File: src/rtl/accel_pkg.sv
// accel_pkg: shared definitions for the frame sequencer.
//   - state_t        : sequencer states (IDLE, LOAD, COMPUTE, DRAIN)
//   - *_DEF          : default frame size and data width
//   - STAT_*_BIT     : bit positions of busy/done/err_tlast in the status read-back word
package accel_pkg;

   localparam int FRAME_WORDS_DEF = 576;   // 24x24 pixels
   localparam int DATA_W_DEF      = 32;

   typedef enum logic [1:0] {
      IDLE    = 2'd0,
      LOAD    = 2'd1,
      COMPUTE = 2'd2,
      DRAIN   = 2'd3
   } state_t;

   localparam int STAT_BUSY_BIT = 0;
   localparam int STAT_DONE_BIT = 1;
   localparam int STAT_ERR_BIT  = 2;

endpackage

File: src/rtl/accel_frame_ctrl_if.sv
// accel_frame_ctrl_if: stream handshakes of the frame sequencer.
//   s_axis_tvalid/tlast (to ctrl), s_axis_tready (from ctrl)  : input stream control
//   m_axis_tvalid/tlast/tdata (from ctrl), m_axis_tready       : output stream
//   modport master : the frame controller's view
//   modport slave  : the surrounding stream endpoints' view
interface accel_frame_ctrl_if import accel_pkg::*; #(
   parameter int DATA_W = DATA_W_DEF
);
   logic              s_axis_tvalid;
   logic              s_axis_tlast;
   logic              s_axis_tready;
   logic              m_axis_tvalid;
   logic              m_axis_tlast;
   logic [DATA_W-1:0] m_axis_tdata;
   logic              m_axis_tready;

   modport master (
      input  s_axis_tvalid, s_axis_tlast,
      output s_axis_tready,
      output m_axis_tvalid, m_axis_tlast, m_axis_tdata,
      input  m_axis_tready
   );

   modport slave (
      output s_axis_tvalid, s_axis_tlast,
      input  s_axis_tready,
      input  m_axis_tvalid, m_axis_tlast, m_axis_tdata,
      output m_axis_tready
   );
endinterface

File: src/rtl/accel_out_skid.sv
// accel_out_skid: 2-entry output buffer between the result buffer and m_axis.
//   clk, rst      : clock, synchronous active-high reset
//   flush         : drop all entries and any read in flight
//   rd_issue      : a result-buffer read is issued this cycle
//   rd_last       : the word being read is the frame's last word
//   rd_data       : result-buffer data (valid one cycle after rd_issue)
//   space         : another read may be issued this cycle without overflow
//   m_tvalid/m_tlast/m_tdata/m_tready : output stream, driven from the head entry
module accel_out_skid import accel_pkg::*; #(
   parameter int DW = DATA_W_DEF
) (
   input  logic          clk,
   input  logic          rst,
   input  logic          flush,
   input  logic          rd_issue,
   input  logic          rd_last,
   input  logic [DW-1:0] rd_data,
   output logic          space,
   output logic          m_tvalid,
   output logic          m_tlast,
   output logic [DW-1:0] m_tdata,
   input  logic          m_tready
);
   logic [DW-1:0] data_reg [2];
   logic          last_reg [2];
   logic          wr_ptr_reg;
   logic          rd_ptr_reg;
   logic [1:0]    count_reg;
   logic          inflight_reg;
   logic          inflight_last_reg;
   logic          push;
   logic          pop;
   logic [2:0]    load;

   assign pop  = (count_reg != 2'd0) && m_tready;
   assign push = inflight_reg;

   // Credit counts the word that leaves this cycle, so a full-rate stream
   // keeps exactly one entry plus one read in flight.
   assign load  = {1'b0, count_reg} + {2'b00, inflight_reg} - {2'b00, pop};
   assign space = (load < 3'd2);

   assign m_tvalid = (count_reg != 2'd0);
   assign m_tdata  = data_reg[rd_ptr_reg];
   assign m_tlast  = last_reg[rd_ptr_reg] & m_tvalid;

   always_ff @(posedge clk) begin
      if (rst) begin
         for (int i = 0; i < 2; i++) begin
            data_reg[i] <= '0;
            last_reg[i] <= 1'b0;
         end
         wr_ptr_reg        <= 1'b0;
         rd_ptr_reg        <= 1'b0;
         count_reg         <= 2'd0;
         inflight_reg      <= 1'b0;
         inflight_last_reg <= 1'b0;
      end else if (flush) begin
         // A read returning after the flush is ignored because inflight clears.
         wr_ptr_reg        <= 1'b0;
         rd_ptr_reg        <= 1'b0;
         count_reg         <= 2'd0;
         inflight_reg      <= 1'b0;
         inflight_last_reg <= 1'b0;
      end else begin
         inflight_reg      <= rd_issue;
         inflight_last_reg <= rd_last;
         if (push) begin
            data_reg[wr_ptr_reg] <= rd_data;
            last_reg[wr_ptr_reg] <= inflight_last_reg;
            wr_ptr_reg           <= ~wr_ptr_reg;
         end
         if (pop) begin
            rd_ptr_reg <= ~rd_ptr_reg;
         end
         count_reg <= count_reg + {1'b0, push} - {1'b0, pop};
      end
   end
endmodule

File: src/rtl/accel_frame_ctrl.sv
// accel_frame_ctrl: frame sequencer for the editing accelerator.
// Loads one FRAME_WORDS frame from the input stream into the frame buffer,
// pulses the compute core, then drains the result buffer to the output stream.
//   clk, rst                  : clock, synchronous active-high reset
//   ctrl_start, ctrl_abort    : control pulses (abort wins, start only from IDLE)
//   axis (master modport)     : input stream tvalid/tlast/tready, output stream tvalid/tlast/tdata/tready
//   buf_wr_en, buf_wr_addr    : frame-buffer write strobe/address (tdata goes straight to the buffer)
//   core_start, core_done     : compute core handshake pulses
//   buf_rd_en, buf_rd_addr    : result-buffer read, buf_rd_data returns one cycle later
//   busy, done, err_tlast     : status read-back
//   perf_cycles               : compute-phase cycles; only counts when ACCEL_FRAME_CTRL_PERF_EN is defined
module accel_frame_ctrl import accel_pkg::*; #(
   parameter int FRAME_WORDS = FRAME_WORDS_DEF,
   parameter int DATA_W      = DATA_W_DEF,
   parameter int ADDR_W      = $clog2(FRAME_WORDS)
) (
   input  logic                 clk,
   input  logic                 rst,
   input  logic                 ctrl_start,
   input  logic                 ctrl_abort,
   accel_frame_ctrl_if.master   axis,
   output logic                 buf_wr_en,
   output logic [ADDR_W-1:0]    buf_wr_addr,
   output logic                 core_start,
   input  logic                 core_done,
   output logic                 buf_rd_en,
   output logic [ADDR_W-1:0]    buf_rd_addr,
   input  logic [DATA_W-1:0]    buf_rd_data,
   output logic                 busy,
   output logic                 done,
   output logic                 err_tlast,
   output logic [31:0]          perf_cycles
);
   localparam int CNT_W = $clog2(FRAME_WORDS + 1);
   localparam logic [CNT_W-1:0] LAST_CNT = CNT_W'(FRAME_WORDS - 1);
   localparam logic [CNT_W-1:0] FULL_CNT = CNT_W'(FRAME_WORDS);

   state_t             state_reg;
   logic [CNT_W-1:0]   wr_cnt_reg;
   logic [CNT_W-1:0]   rd_cnt_reg;
   logic               tready_reg;
   logic               core_start_reg;
   logic               done_reg;
   logic               err_reg;

   logic               beat;
   logic               start_ok;
   logic               skid_flush;
   logic               skid_space;
   logic               m_valid;
   logic               m_last;
   logic [DATA_W-1:0]  m_data;

   assign beat       = axis.s_axis_tvalid & tready_reg;
   assign start_ok   = (state_reg == IDLE) & ctrl_start & ~ctrl_abort;
   assign skid_flush = ctrl_abort | start_ok;

   assign buf_wr_en   = beat;
   assign buf_wr_addr = wr_cnt_reg[ADDR_W-1:0];

   // Reads are gated by abort so nothing new enters the pipe while flushing.
   assign buf_rd_en   = (state_reg == DRAIN) & ~ctrl_abort & skid_space &
                        (rd_cnt_reg < FULL_CNT);
   assign buf_rd_addr = rd_cnt_reg[ADDR_W-1:0];

   assign axis.s_axis_tready = tready_reg;
   assign axis.m_axis_tvalid = m_valid;
   assign axis.m_axis_tlast  = m_last;
   assign axis.m_axis_tdata  = m_data;

   assign core_start = core_start_reg;
   assign busy       = (state_reg != IDLE);
   assign done       = done_reg;
   assign err_tlast  = err_reg;

   accel_out_skid #(.DW(DATA_W)) u_skid (
      .clk      (clk),
      .rst      (rst),
      .flush    (skid_flush),
      .rd_issue (buf_rd_en),
      .rd_last  (rd_cnt_reg == LAST_CNT),
      .rd_data  (buf_rd_data),
      .space    (skid_space),
      .m_tvalid (m_valid),
      .m_tlast  (m_last),
      .m_tdata  (m_data),
      .m_tready (axis.m_axis_tready)
   );

   always_ff @(posedge clk) begin
      if (rst) begin
         state_reg      <= IDLE;
         wr_cnt_reg     <= '0;
         rd_cnt_reg     <= '0;
         tready_reg     <= 1'b0;
         core_start_reg <= 1'b0;
         done_reg       <= 1'b0;
         err_reg        <= 1'b0;
      end else if (ctrl_abort) begin
         state_reg      <= IDLE;
         wr_cnt_reg     <= '0;
         rd_cnt_reg     <= '0;
         tready_reg     <= 1'b0;
         core_start_reg <= 1'b0;
      end else begin
         core_start_reg <= 1'b0;
         case (state_reg)
            IDLE: begin
               if (ctrl_start) begin
                  state_reg  <= LOAD;
                  wr_cnt_reg <= '0;
                  rd_cnt_reg <= '0;
                  tready_reg <= 1'b1;
                  done_reg   <= 1'b0;
                  err_reg    <= 1'b0;
               end
            end
            LOAD: begin
               if (beat) begin
                  if (wr_cnt_reg == LAST_CNT) begin
                     // Last word: a missing tlast is flagged but the frame still runs.
                     wr_cnt_reg     <= FULL_CNT;
                     tready_reg     <= 1'b0;
                     core_start_reg <= 1'b1;
                     state_reg      <= COMPUTE;
                     if (!axis.s_axis_tlast) begin
                        err_reg <= 1'b1;
                     end
                  end else if (axis.s_axis_tlast) begin
                     // Short frame: the beat is written, then the frame is dropped.
                     wr_cnt_reg <= wr_cnt_reg + 1'b1;
                     tready_reg <= 1'b0;
                     err_reg    <= 1'b1;
                     state_reg  <= IDLE;
                  end else begin
                     wr_cnt_reg <= wr_cnt_reg + 1'b1;
                  end
               end
            end
            COMPUTE: begin
               if (core_done) begin
                  state_reg <= DRAIN;
               end
            end
            DRAIN: begin
               if (buf_rd_en) begin
                  rd_cnt_reg <= rd_cnt_reg + 1'b1;
               end
               if (m_valid && axis.m_axis_tready && m_last) begin
                  done_reg  <= 1'b1;
                  state_reg <= IDLE;
               end
            end
            default: state_reg <= IDLE;
         endcase
      end
   end

`ifdef ACCEL_FRAME_CTRL_PERF_EN
   logic [31:0] perf_reg;

   // Every COMPUTE cycle lies between core_start and core_done inclusive.
   always_ff @(posedge clk) begin
      if (rst) begin
         perf_reg <= '0;
      end else if (start_ok) begin
         perf_reg <= '0;
      end else if ((state_reg == COMPUTE) && !ctrl_abort) begin
         perf_reg <= perf_reg + 32'd1;
      end
   end

   assign perf_cycles = perf_reg;
`else
   assign perf_cycles = '0;
`endif

endmodule

File: src/flat_wrapper.sv
// flat-port wrapper written by rule: the top's interface ports become plain ports
module accel_frame_ctrl_flat import accel_pkg::*;
#(
   parameter int FRAME_WORDS = FRAME_WORDS_DEF,
   parameter int DATA_W      = DATA_W_DEF,
   parameter int ADDR_W      = $clog2(FRAME_WORDS)
)
  (clk, rst, ctrl_start, ctrl_abort, buf_wr_en, buf_wr_addr, core_start, core_done, buf_rd_en, buf_rd_addr, buf_rd_data, busy, done, err_tlast, perf_cycles, axis_s_axis_tvalid, axis_s_axis_tlast, axis_s_axis_tready, axis_m_axis_tvalid, axis_m_axis_tlast, axis_m_axis_tdata, axis_m_axis_tready);
  accel_frame_ctrl_if #(.DATA_W(DATA_W)) axis_i ();
  input  logic clk;
  input  logic rst;
  input  logic ctrl_start;
  input  logic ctrl_abort;
  output logic buf_wr_en;
  output logic [ADDR_W-1:0] buf_wr_addr;
  output logic core_start;
  input  logic core_done;
  output logic buf_rd_en;
  output logic [ADDR_W-1:0] buf_rd_addr;
  input  logic [DATA_W-1:0] buf_rd_data;
  output logic busy;
  output logic done;
  output logic err_tlast;
  output logic [31:0] perf_cycles;
  input wire logic [$bits(axis_i.s_axis_tvalid)-1:0] axis_s_axis_tvalid;
  input wire logic [$bits(axis_i.s_axis_tlast)-1:0] axis_s_axis_tlast;
  output wire logic [$bits(axis_i.s_axis_tready)-1:0] axis_s_axis_tready;
  output wire logic [$bits(axis_i.m_axis_tvalid)-1:0] axis_m_axis_tvalid;
  output wire logic [$bits(axis_i.m_axis_tlast)-1:0] axis_m_axis_tlast;
  output wire logic [$bits(axis_i.m_axis_tdata)-1:0] axis_m_axis_tdata;
  input wire logic [$bits(axis_i.m_axis_tready)-1:0] axis_m_axis_tready;
  assign axis_i.s_axis_tvalid = axis_s_axis_tvalid;
  assign axis_i.s_axis_tlast = axis_s_axis_tlast;
  assign axis_s_axis_tready = axis_i.s_axis_tready;
  assign axis_m_axis_tvalid = axis_i.m_axis_tvalid;
  assign axis_m_axis_tlast = axis_i.m_axis_tlast;
  assign axis_m_axis_tdata = axis_i.m_axis_tdata;
  assign axis_i.m_axis_tready = axis_m_axis_tready;
  accel_frame_ctrl #(.FRAME_WORDS(FRAME_WORDS), .DATA_W(DATA_W), .ADDR_W(ADDR_W)) u_core (.clk(clk), .rst(rst), .ctrl_start(ctrl_start), .ctrl_abort(ctrl_abort), .axis(axis_i), .buf_wr_en(buf_wr_en), .buf_wr_addr(buf_wr_addr), .core_start(core_start), .core_done(core_done), .buf_rd_en(buf_rd_en), .buf_rd_addr(buf_rd_addr), .buf_rd_data(buf_rd_data), .busy(busy), .done(done), .err_tlast(err_tlast), .perf_cycles(perf_cycles));
endmodule
File: config.mk
export PLATFORM = sky130hd
export DESIGN_NAME = accel_frame_ctrl_flat
export DESIGN_NICKNAME = d
export VERILOG_FILES = /design/src/rtl/accel_pkg.sv /design/src/rtl/accel_frame_ctrl_if.sv /design/src/rtl/accel_out_skid.sv /design/src/rtl/accel_frame_ctrl.sv /design/src/flat_wrapper.sv
export SDC_FILE = /design/constraint.sdc
export NUM_CORES = 1
export LEC_CHECK = 0
export ABC_CLOCK_PERIOD_IN_PS = 3300
export BUFFER_PORTS_ARGS = -buffer_cell sky130_fd_sc_hd__buf_2
export CORE_MARGIN = 4
export CORE_UTILIZATION = 49
export CTS_BUF_LIST = sky130_fd_sc_hd__clkbuf_4
export DETAILED_ROUTE_END_ITERATION = 10
export PLACE_DENSITY = 0.84
export SLEW_MARGIN = 20
export SYNTH_ARGS = -nofsm -noshare
export SYNTH_HDL_FRONTEND = slang
export SYNTH_HIERARCHICAL = 1
export SYNTH_SLANG_ARGS = --single-unit
File: constraint.sdc
create_clock -name clk -period 3.3 [get_ports clk]
set_input_delay 0.495 -clock clk [delete_from_list [all_inputs] [get_ports clk]]
set_output_delay 0.495 -clock clk [all_outputs]
set_load 0.005 [all_outputs]
==> results of run 1 <==
[cell type report]
type	instances	share of cell area, %
flip-flops and latches	99	49.0
clock buffers	11	1.53
clock inverters	5	0.996
inverters	12	0.834
multi-input cells	277	34.7
well taps	133	3.08
repair buffers	104	9.82
[worst max-delay path, cell delays in order (launching register included)]
cell and delay (ns):
dfxtp_4 0.39, o21a_4 0.22, ha_1 0.27, inv_1 0.04
ha_1 0.19, fa_2 0.34, xnor2_1 0.13, nor2_1 0.11
nand4b_1 0.16, nor2_2 0.17, buf_2 0.13
[how the worst min path moves through the flow]
stage                                startpoint                             to
after floorplan                     u_core/done                    u_core/done
after global placement    u_core/buf_rd_addr[5]          u_core/buf_rd_addr[5]
after detailed placement  u_core/buf_rd_addr[5]          u_core/buf_rd_addr[5]
after CTS                       buf_rd_data[23]  u_core/u_skid/data_reg[0][23]
after global routing            buf_rd_data[23]  u_core/u_skid/data_reg[0][23]
final                            buf_rd_data[9]   u_core/u_skid/data_reg[1][9]
[per-stage QoR]
step / worst slack, ns / hold slack [ns] / cell area (um^2)
global route: 0.0265 / 0.330 / 5400
finish: 0.245 / 0.374 / 5400
CTS: 0.113 / 0.335 / 5380
detailed placement: 0.145 / 0.481 / 5240
floorplan: 0.587 / 0.474 / 4960
global placement: 0.253 / 0.471 / 5240
[where the power goes]
group	total, mW	switching, mW	internal, mW
Combinational	0.137	0.0832	0.0539
Clock	0.622	0.376	0.245
Sequential	1.37	0.0128	1.35
Total	2.13	0.472	1.65
[Yosys cell counts (3+ instances only)]
cell type / number / area share (%)
o21ai_0: 12 / 1.2
edfxtp_1: 66 / 41
ha_1: 4 / 1.0
nor2_1: 15 / 1.2
buf_6: 6 / 1.4
a211oi_1: 4 / 0.62
xnor2_1: 6 / 1.1
and3_1: 67 / 8.7
mux2_2: 32 / 7.4
or3_1: 9 / 1.2
inv_1: 12 / 0.93
dfxtp_1: 33 / 14
nor3_1: 3 / 0.31
a21oi_1: 17 / 1.8
buf_2: 5 / 0.52
mux2_4: 4 / 1.2
a21o_1: 3 / 0.47
nand3_1: 7 / 0.72
or2_2: 3 / 0.39
clkbuf_1: 4 / 0.31
nand4_1: 7 / 0.90
or4_1: 5 / 0.78
buf_4: 35 / 5.4
nand2_1: 10 / 0.78
clkbuf_2: 7 / 0.72
o31ai_1: 5 / 0.78
and2_1: 6 / 0.78
[layer usage]
layer	routed length, um	vias to the layer above	GRT usage (%)
li1	-	1634	-
met1	4050	1616	20.1
met5	0	-	0
met2	4920	121	28.8
met3	817	7	4.68
met4	68	0	4.78
[what timing repair did]
action	in CTS	in global routing
gates resized for setup	0	5
buffers inserted	0	1
hold endpoints to repair	0	0
endpoints found under the setup margin	0	1
[logic make-up after synthesis]
| group | after synthesis | share of synthesized area, % |
|---|---|---|
| DFF | 99 | 54.6 |
| buffers and inverters | 69 | 9.30 |
| AOI/OAI and AO/OA | 50 | 6.20 |
| other | 1 | 0.0775 |
| adders and majority gates | 5 | 1.45 |
| and+or+nand+nor | 145 | 18.0 |
| muxes | 38 | 9.10 |
| xor gates and xnor gates | 7 | 1.27 |
==> summary.txt, run 1 <==
Status
  • Status: finished, final reports clean

CTS
  • CTS HTree Levels: 3
  • Worst-Skew Late Latency: 0.42 ns
  • CTS max path bufs: 2
  • Clock Sinks: 99
  • Clk slew on worst S/H paths: 0.15 ns
  • Root Buffer Master: clkbuf_4
  • Post-CTS Hold Fix Bufs: 0
  • CTS tree: done
  • CTS Buf Count: 9

Logic synthesis
  • Yosys reg bits: 99
  • Netlist cell types: 48
  • Mapped Avg Cell Area: 11.7 um^2
  • Post-synth EDFFs: 66
  • Synth Warn #: 6
  • Syn Std Cell Area: 4840 um^2
  • Main synth FF type: edfxtp_1
  • Synthesized instance count: 414
  • Sequential area share after synthesis: 54.6%
  • Asr flop ratio synth: 0%

Place
  • RePlAce Congestion: 0.824
  • Placed cell count: 624
  • DP HPWL: 6.52 mm
  • I/O Buffers: 100

Layout
  • Multi-input logic area: 1880 um^2
  • Fin cells: 641
  • Final Util: 55.8%
  • Most frequent cells in the layout: 100 x buf_2, 67 x and3_1, 66 x edfxtp_1
  • Fillers: 825
  • Syn-to-layout area delta: 11.6%
  • FF+latch area: 2650 um^2
  • Antenna diodes: 0
  • Largest register FFs: 64
  • Final #Nets: 548
  • Most common cell after layout, fill and taps aside: buf_2
  • Fraction of layout cells with a size suffix above 1: 33.1%

Floorplanning
  • DIE AREA: 11,500 um^2
  • FP Rows: 36
  • Starting density of the core: 50.0%
  • Die H: 107 um
  • # IOs: 133
  • Die width: 107 um
  • Core Region: 9680 um^2

Detailed routing
  • Detailed Route Iter0 Violations: 149
  • Total Routed Length: 9.85 mm
  • Vias: 3,378
  • Drt wl/cell: 15.4 um
  • First-pass detailed-route iteration total: 4
  • DRT antenna net count: 0
  • Vias per inst: 5.27
  • Drc violations: 0

Pwr
  • PwrDens: 393 nW/um^2
  • Total chip power: 2.13 mW
  • P_leak: 2.39 nW
  • Max VDD drop: 0.157 mV

Critical path
  • R2R depth: 11
  • Critical Path Fanout Max: 4
  • R2R Path Start: u_core/u_skid/count_reg[1]
  • CP Capture Type: output pin
  • Req. time, crit path: 2.80 ns
  • Crit path from: u_core/u_skid/count_reg[1]
  • WS Path Type: reg -> out
  • Reg-to-Reg End: u_core/buf_rd_addr[8]
  • CP Launch Type: flop
  • Critical Path End: buf_rd_en
  • R2r setup slk: 0.28 ns
  • Worst EP arrival: 2.56 ns

STA
  • Final min period: 3.06 ns
  • Setup Skew: 0.0131 ns
  • Max Freq: 0.327 GHz
  • Fin. max-slew vios: 0
  • Slew @ Worst Pin: 0.834 ns
  • Crit share post-route: 92.6%
  • Total negative slack: 0 ns
  • Final setup violating endpoints: 0
  • RSZ-0062 raised after global routing: no
  • Hold Fails Final Rpt: 0
  • Slew headroom: 44.4%

Global routing
  • Initial antenna violation count: 0
  • First-pass GRT wire length: 15.2 mm
  • GRT Total Usage: 16.6%
  • Total gr overflow: 0
  • Vias in the first global route: 3,232
  • Largest net degree at the start of global routing: 67

Flow run
  • Max Cap Viol: 0

Hold path
  • Min-Delay Path Class: in -> reg
  • Hold path depth: 2
No activity file was read; power rests on OpenSTA's default activity.
==> inputs of run 2 (changes only) <==
CORE_UTILIZATION = 45   (was 49)
PLACE_DENSITY = 0.79   (was 0.84)
==> run 2 against run 1 <==
Clock skew grew 0.0062 ns. Sequential power is essentially flat. Largest cell class unchanged. Clock power shrank 12%. Critical path type unchanged. Highest routed layer unchanged. Wire length grew 0.32%. Worst setup slack lost 0.040 ns.
==> summary.txt, run 2 (same netlist as run 1, synthesis figures left out) <==
Layout
  • Antenna diodes: 0
  • Fin cells: 645
  • Largest register FFs: 64
  • Fraction of layout cells with a size suffix above 1: 32.8%
  • Syn-to-layout area delta: 11.3%
  • Most common cell after layout, fill and taps aside: buf_2
  • Most frequent cells in the layout: 100 x buf_2, 67 x and3_1, 66 x edfxtp_1
  • Fillers: 945
  • Final #Nets: 549
  • FF+latch area: 2640 um^2
  • Final Util: 51.7%
  • Multi-input logic area: 1870 um^2

Floorplanning
  • FP Rows: 37
  • Core Region: 10,400 um^2
  • Die H: 112 um
  • Starting density of the core: 46.5%
  • Die width: 112 um
  • # IOs: 133
  • DIE AREA: 12,500 um^2

Place
  • DP HPWL: 6.66 mm
  • I/O Buffers: 100
  • Placed cell count: 629
  • Worst slack, placed: 0.177 ns
  • RePlAce Congestion: 0.793

CTS
  • Post-CTS sizing: 0
  • CTS max path bufs: 2
  • Post-CTS Setup Inserts: 0
  • Clock Sinks: 99
  • Root Buffer Master: clkbuf_4
  • Clk slew on worst S/H paths: 0.14 ns
  • Post-CTS Hold Fix Bufs: 0
  • CTS tree: done
  • CTS Buf Count: 9
  • Worst-Skew Late Latency: 0.44 ns
  • CTS HTree Levels: 3

Global routing
  • Total gr overflow: 0
  • First-pass GRT wire length: 16.5 mm
  • Largest net degree at the start of global routing: 39
  • Initial antenna violation count: 0
  • Vias in the first global route: 3,407
  • GRT Total Usage: 16.3%

Detailed routing
  • Detailed Route Iter0 Violations: 177
  • Total Routed Length: 9.88 mm
  • Vias per inst: 5.22
  • DRT antenna net count: 0
  • Drc violations: 0
  • Drt wl/cell: 15.3 um
  • Vias: 3,368
  • First-pass detailed-route iteration total: 4

STA
  • WHS: 0.358 ns
  • Max Freq: 0.323 GHz
  • Total negative slack: 0 ns
  • Setup Skew: 0.0193 ns
  • Hold Fails Final Rpt: 0
  • Slew headroom: 42.9%
  • Fin. max-slew vios: 0
  • Crit share post-route: 93.8%
  • Final worst slack: 0.205 ns
  • Slew @ Worst Pin: 0.857 ns
  • Final setup violating endpoints: 0
  • RSZ-0062 raised after global routing: no
  • Final min period: 3.10 ns

Pwr
  • PwrDens: 381 nW/um^2
  • P_leak: 2.38 nW
  • Max VDD drop: 0.141 mV

Hold path
  • WHS Endpoint: u_core/u_skid/data_reg[1][15]
  • Min-Delay Path Class: in -> reg
  • Hold path depth: 2
  • Worst Hold Launch: buf_rd_data[15]

Critical path
  • R2r setup slk: 0.30 ns
  • R2R depth: 11
  • CP Launch Type: flop
  • Crit path from: u_core/u_skid/count_reg[1]
  • Worst EP arrival: 2.60 ns
  • R2R Path Start: u_core/u_skid/count_reg[1]
  • Req. time, crit path: 2.80 ns
  • Critical Path Fanout Max: 4
  • Reg-to-Reg End: u_core/buf_rd_addr[8]
  • CP Capture Type: output pin
  • WS Path Type: reg -> out

Status
  • Status: finished, final reports clean

Flow run
  • Max Cap Viol: 0
==> run 2: per-layer routing <==
layer	wire (um)	track usage [%]
met1	4360	20.4
met2	4790	28.0
met3	597	3.15
met4	139	5.92
met5	0	0
==> run 2: per-stage QoR <==
step	instance area (um^2)	power [mW]
3_3_place_gp	5270	1.53
6_report	5390	2.05
2_1_floorplan	4960	1.50
5_1_grt	5390	2.15
4_1_cts	5390	2.09
3_5_place_dp	5270	1.54
==> run 2: power by group <==
group / switching, mW / leakage (nW) / internal, mW
logic: 0.0830 / 1.41 / 0.0561
clock network: 0.379 / 0.0550 / 0.167
registers: 0.0130 / 0.913 / 1.36
total: 0.475 / 2.38 / 1.58
==> run 2: cell type report <==
class / count / share of cell area, %
flip-flops and latches: 99 / 49.1
well taps: 136 / 3.16
multi-input cells: 277 / 34.6
inverters: 12 / 0.836
clock buffers: 11 / 1.53
repair buffers: 105 / 10.2
clock inverters: 5 / 0.557
==> run 2: worst max-delay path by stage <==
| stage | to | slack (ns) | cells past startpoint |
|---|---|---|---|
| CTS | buf_rd_en | 0.14 | 10 |
| finish | buf_rd_en | 0.20 | 10 |
| detailed placement | u_core/buf_rd_addr[8] | 0.18 | 12 |
| floorplan | u_core/buf_rd_addr[7] | 0.59 | 11 |
| global route | buf_rd_en | 0.02 | 10 |
| global placement | u_core/buf_rd_addr[8] | 0.24 | 12 |
==> run 2: worst max-delay path, stage by stage (launching register included) <==
cell      delay (ns)
dfxtp_1         0.37
o21a_1          0.24
ha_1            0.28
inv_1           0.04
ha_1            0.18
fa_1            0.37
xnor2_1         0.13
nor2_1          0.08
nand4b_1        0.17
nor2_2          0.17
buf_2           0.13
==> inputs of run 3 (changes only) <==
PLACE_DENSITY = default   (was 0.79)
PLACE_DENSITY_LB_ADDON = 0.2   (was default)
==> run 3 against run 2 <==
Final cell count shrank 0.62%. Sequential power is essentially flat. Sequential share of layout area rose by 0.41 points. Via count did not move. Combinational power about the same. First-iteration DRC count down 29%. Critical endpoint unchanged. Highest routed layer unchanged.
==> summary.txt, run 3 (same netlist as run 1, synthesis figures left out) <==
Flow run
  • Max Cap Viol: 0

Layout
  • Final Util: 51.3%
  • Largest register FFs: 64
  • Final Cell Area: 5340 um^2
  • Fraction of layout cells with a size suffix above 1: 31.7%
  • Fillers: 966
  • Syn-to-layout area delta: 10.4%
  • Multi-input logic area: 1870 um^2
  • Antenna diodes: 0
  • Final #Nets: 547
  • Most frequent cells in the layout: 100 x buf_2, 67 x and3_1, 66 x edfxtp_1
  • Most common cell after layout, fill and taps aside: buf_2
  • FF+latch area: 2640 um^2

Global routing
  • GR met2 Demand/Resource: 26.5%
  • GRT Total Usage: 16.0%
  • Met3 usage: 2.77%
  • Global route hottest layer: met2
  • Total gr overflow: 0
  • Vias in the first global route: 3,394
  • Initial antenna violation count: 0
  • Largest net degree at the start of global routing: 71
  • Global-route track usage on met1: 20.9%
  • First-pass GRT wire length: 16.2 mm

STA
  • Final min period: 3.07 ns
  • RSZ-0062 raised after global routing: no
  • Hold Fails Final Rpt: 0
  • WHS: 0.374 ns
  • Final setup violating endpoints: 0
  • Setup Skew: 0.00571 ns
  • Max Freq: 0.326 GHz
  • Total negative slack: 0 ns
  • Slew @ Worst Pin: 0.912 ns
  • Slew headroom: 39.2%
  • Fin. max-slew vios: 0
  • Crit share post-route: 93.0%

CTS
  • Clock Sinks: 99
  • Post-CTS Setup Inserts: 0
  • CTS HTree Levels: 3
  • Root Buffer Master: clkbuf_4
  • Worst-Skew Late Latency: 0.42 ns
  • CTS Buf Count: 9
  • CTS tree: done
  • CTS max path bufs: 2
  • Clk slew on worst S/H paths: 0.14 ns

Hold path
  • Min-Delay Path Class: in -> reg
  • Worst Hold Launch: buf_rd_data[22]

Floorplanning
  • Die H: 112 um
  • Core Region: 10,400 um^2
  • DIE AREA: 12,500 um^2
  • FP Rows: 37
  • # IOs: 133
  • Starting density of the core: 46.5%
  • Die width: 112 um

Detailed routing
  • DRT antenna net count: 0
  • First-pass detailed-route iteration total: 6
  • Drc violations: 0
  • Total Routed Length: 10.1 mm
  • Detailed Route Iter0 Violations: 125
  • Vias per inst: 5.25
  • Vias: 3,368
  • Drt wl/cell: 15.8 um

Pwr
  • Max VDD drop: 0.157 mV
  • Comb pwr share: 6.8%
  • Reg power frac: 67.2%
  • Clock share of power: 25.9%
  • P_leak: 2.36 nW
  • PwrDens: 381 nW/um^2
  • Switching power total: 0.474 mW
  • Internal Power: 1.56 mW
  • Switching Share: 23.3%
  • Total chip power: 2.03 mW

Critical path
  • R2r setup slk: 0.29 ns
  • Critical Path Fanout Max: 4
  • WS Path Type: reg -> out
  • Critical path's most frequent cell: ha_1
  • CP delay by family, top: adder cells
  • Crit-path cells: o21a_1, ha_1, inv_1, ha_1, fa_1, xnor2_1, nor2_1, nand4b_1, nor2_2, buf_2
  • CP Launch Type: flop
  • Max stage delay cell, worst path: dfxtp_1
  • CP Capture Type: output pin
  • Largest incremental delay on the critical path: 0.37 ns
  • Worst EP arrival: 2.57 ns
  • Req. time, crit path: 2.80 ns
  • Crit path from: u_core/u_skid/count_reg[1]
  • Worst Path Buf+Inv: 2
  • R2R Path Start: u_core/u_skid/count_reg[1]

Place
  • RePlAce Congestion: 0.790
  • I/O Buffers: 100
  • Post-placement cell area: 5250 um^2
  • DP HPWL: 6.47 mm

Status
  • Status: finished, final reports clean
[run 3: timing repair]
action | CTS | global route
resized for setup | 0 | 1
hold buffers | 0 | 0
endpoints found under the setup margin | 0 | 1
[run 3: cell type report]
class                           instances  area share, %
Clock buffer                           10           1.40
Clock inverter                          4          0.375
Inverter                               12          0.843
Multi-Input combinational cell        277           34.9
Sequential cell                        99           49.5
Tap cell                              136           3.18
Timing Repair Buffer                  103           9.79
[run 3: path summary, 6_finish.rpt]
check | to | cells past startpoint
max | buf_rd_en | 10
min | u_core/u_skid/data_reg[1][22] | 2
max reg2reg | u_core/buf_rd_addr[7] | 11
min reg2reg | u_core/buf_rd_addr[1] | 2
[run 3: metrics by stage]
stage | setup WS (ns) | instances
after floorplan | 0.587 | 445
after global placement | 0.225 | 627
after detailed placement | 0.157 | 627
after CTS | 0.154 | 641
after global routing | 0.00740 | 641
final | 0.231 | 641
[run 3: power groups by stage]
stage | logic [mW] | registers, mW | clock network, mW
3_3_place_gp | 0.137 | 1.39 | 0
6_report | 0.139 | 1.37 | 0.528
5_1_grt | 0.155 | 1.37 | 0.593
3_5_place_dp | 0.139 | 1.40 | 0
4_1_cts | 0.140 | 1.37 | 0.544
2_1_floorplan | 0.104 | 1.39 | 0
[run 3: layer usage]
layer	part of all wire [%]	vias up
met5	0	-
met3	5.1	10
li1	-	1628
met1	46	1630
met2	48	100
met4	1.5	0
[run 3: worst reg2reg max path, stage by stage (launching register included)]
cell,delay (ns)
dfxtp_1,0.37
o21a_1,0.24
ha_1,0.28
inv_1,0.03
ha_1,0.18
fa_1,0.37
xnor2_1,0.14
nor2_1,0.09
nand4b_1,0.16
o22a_1,0.42
or4_1,0.52
a21oi_1,0.15
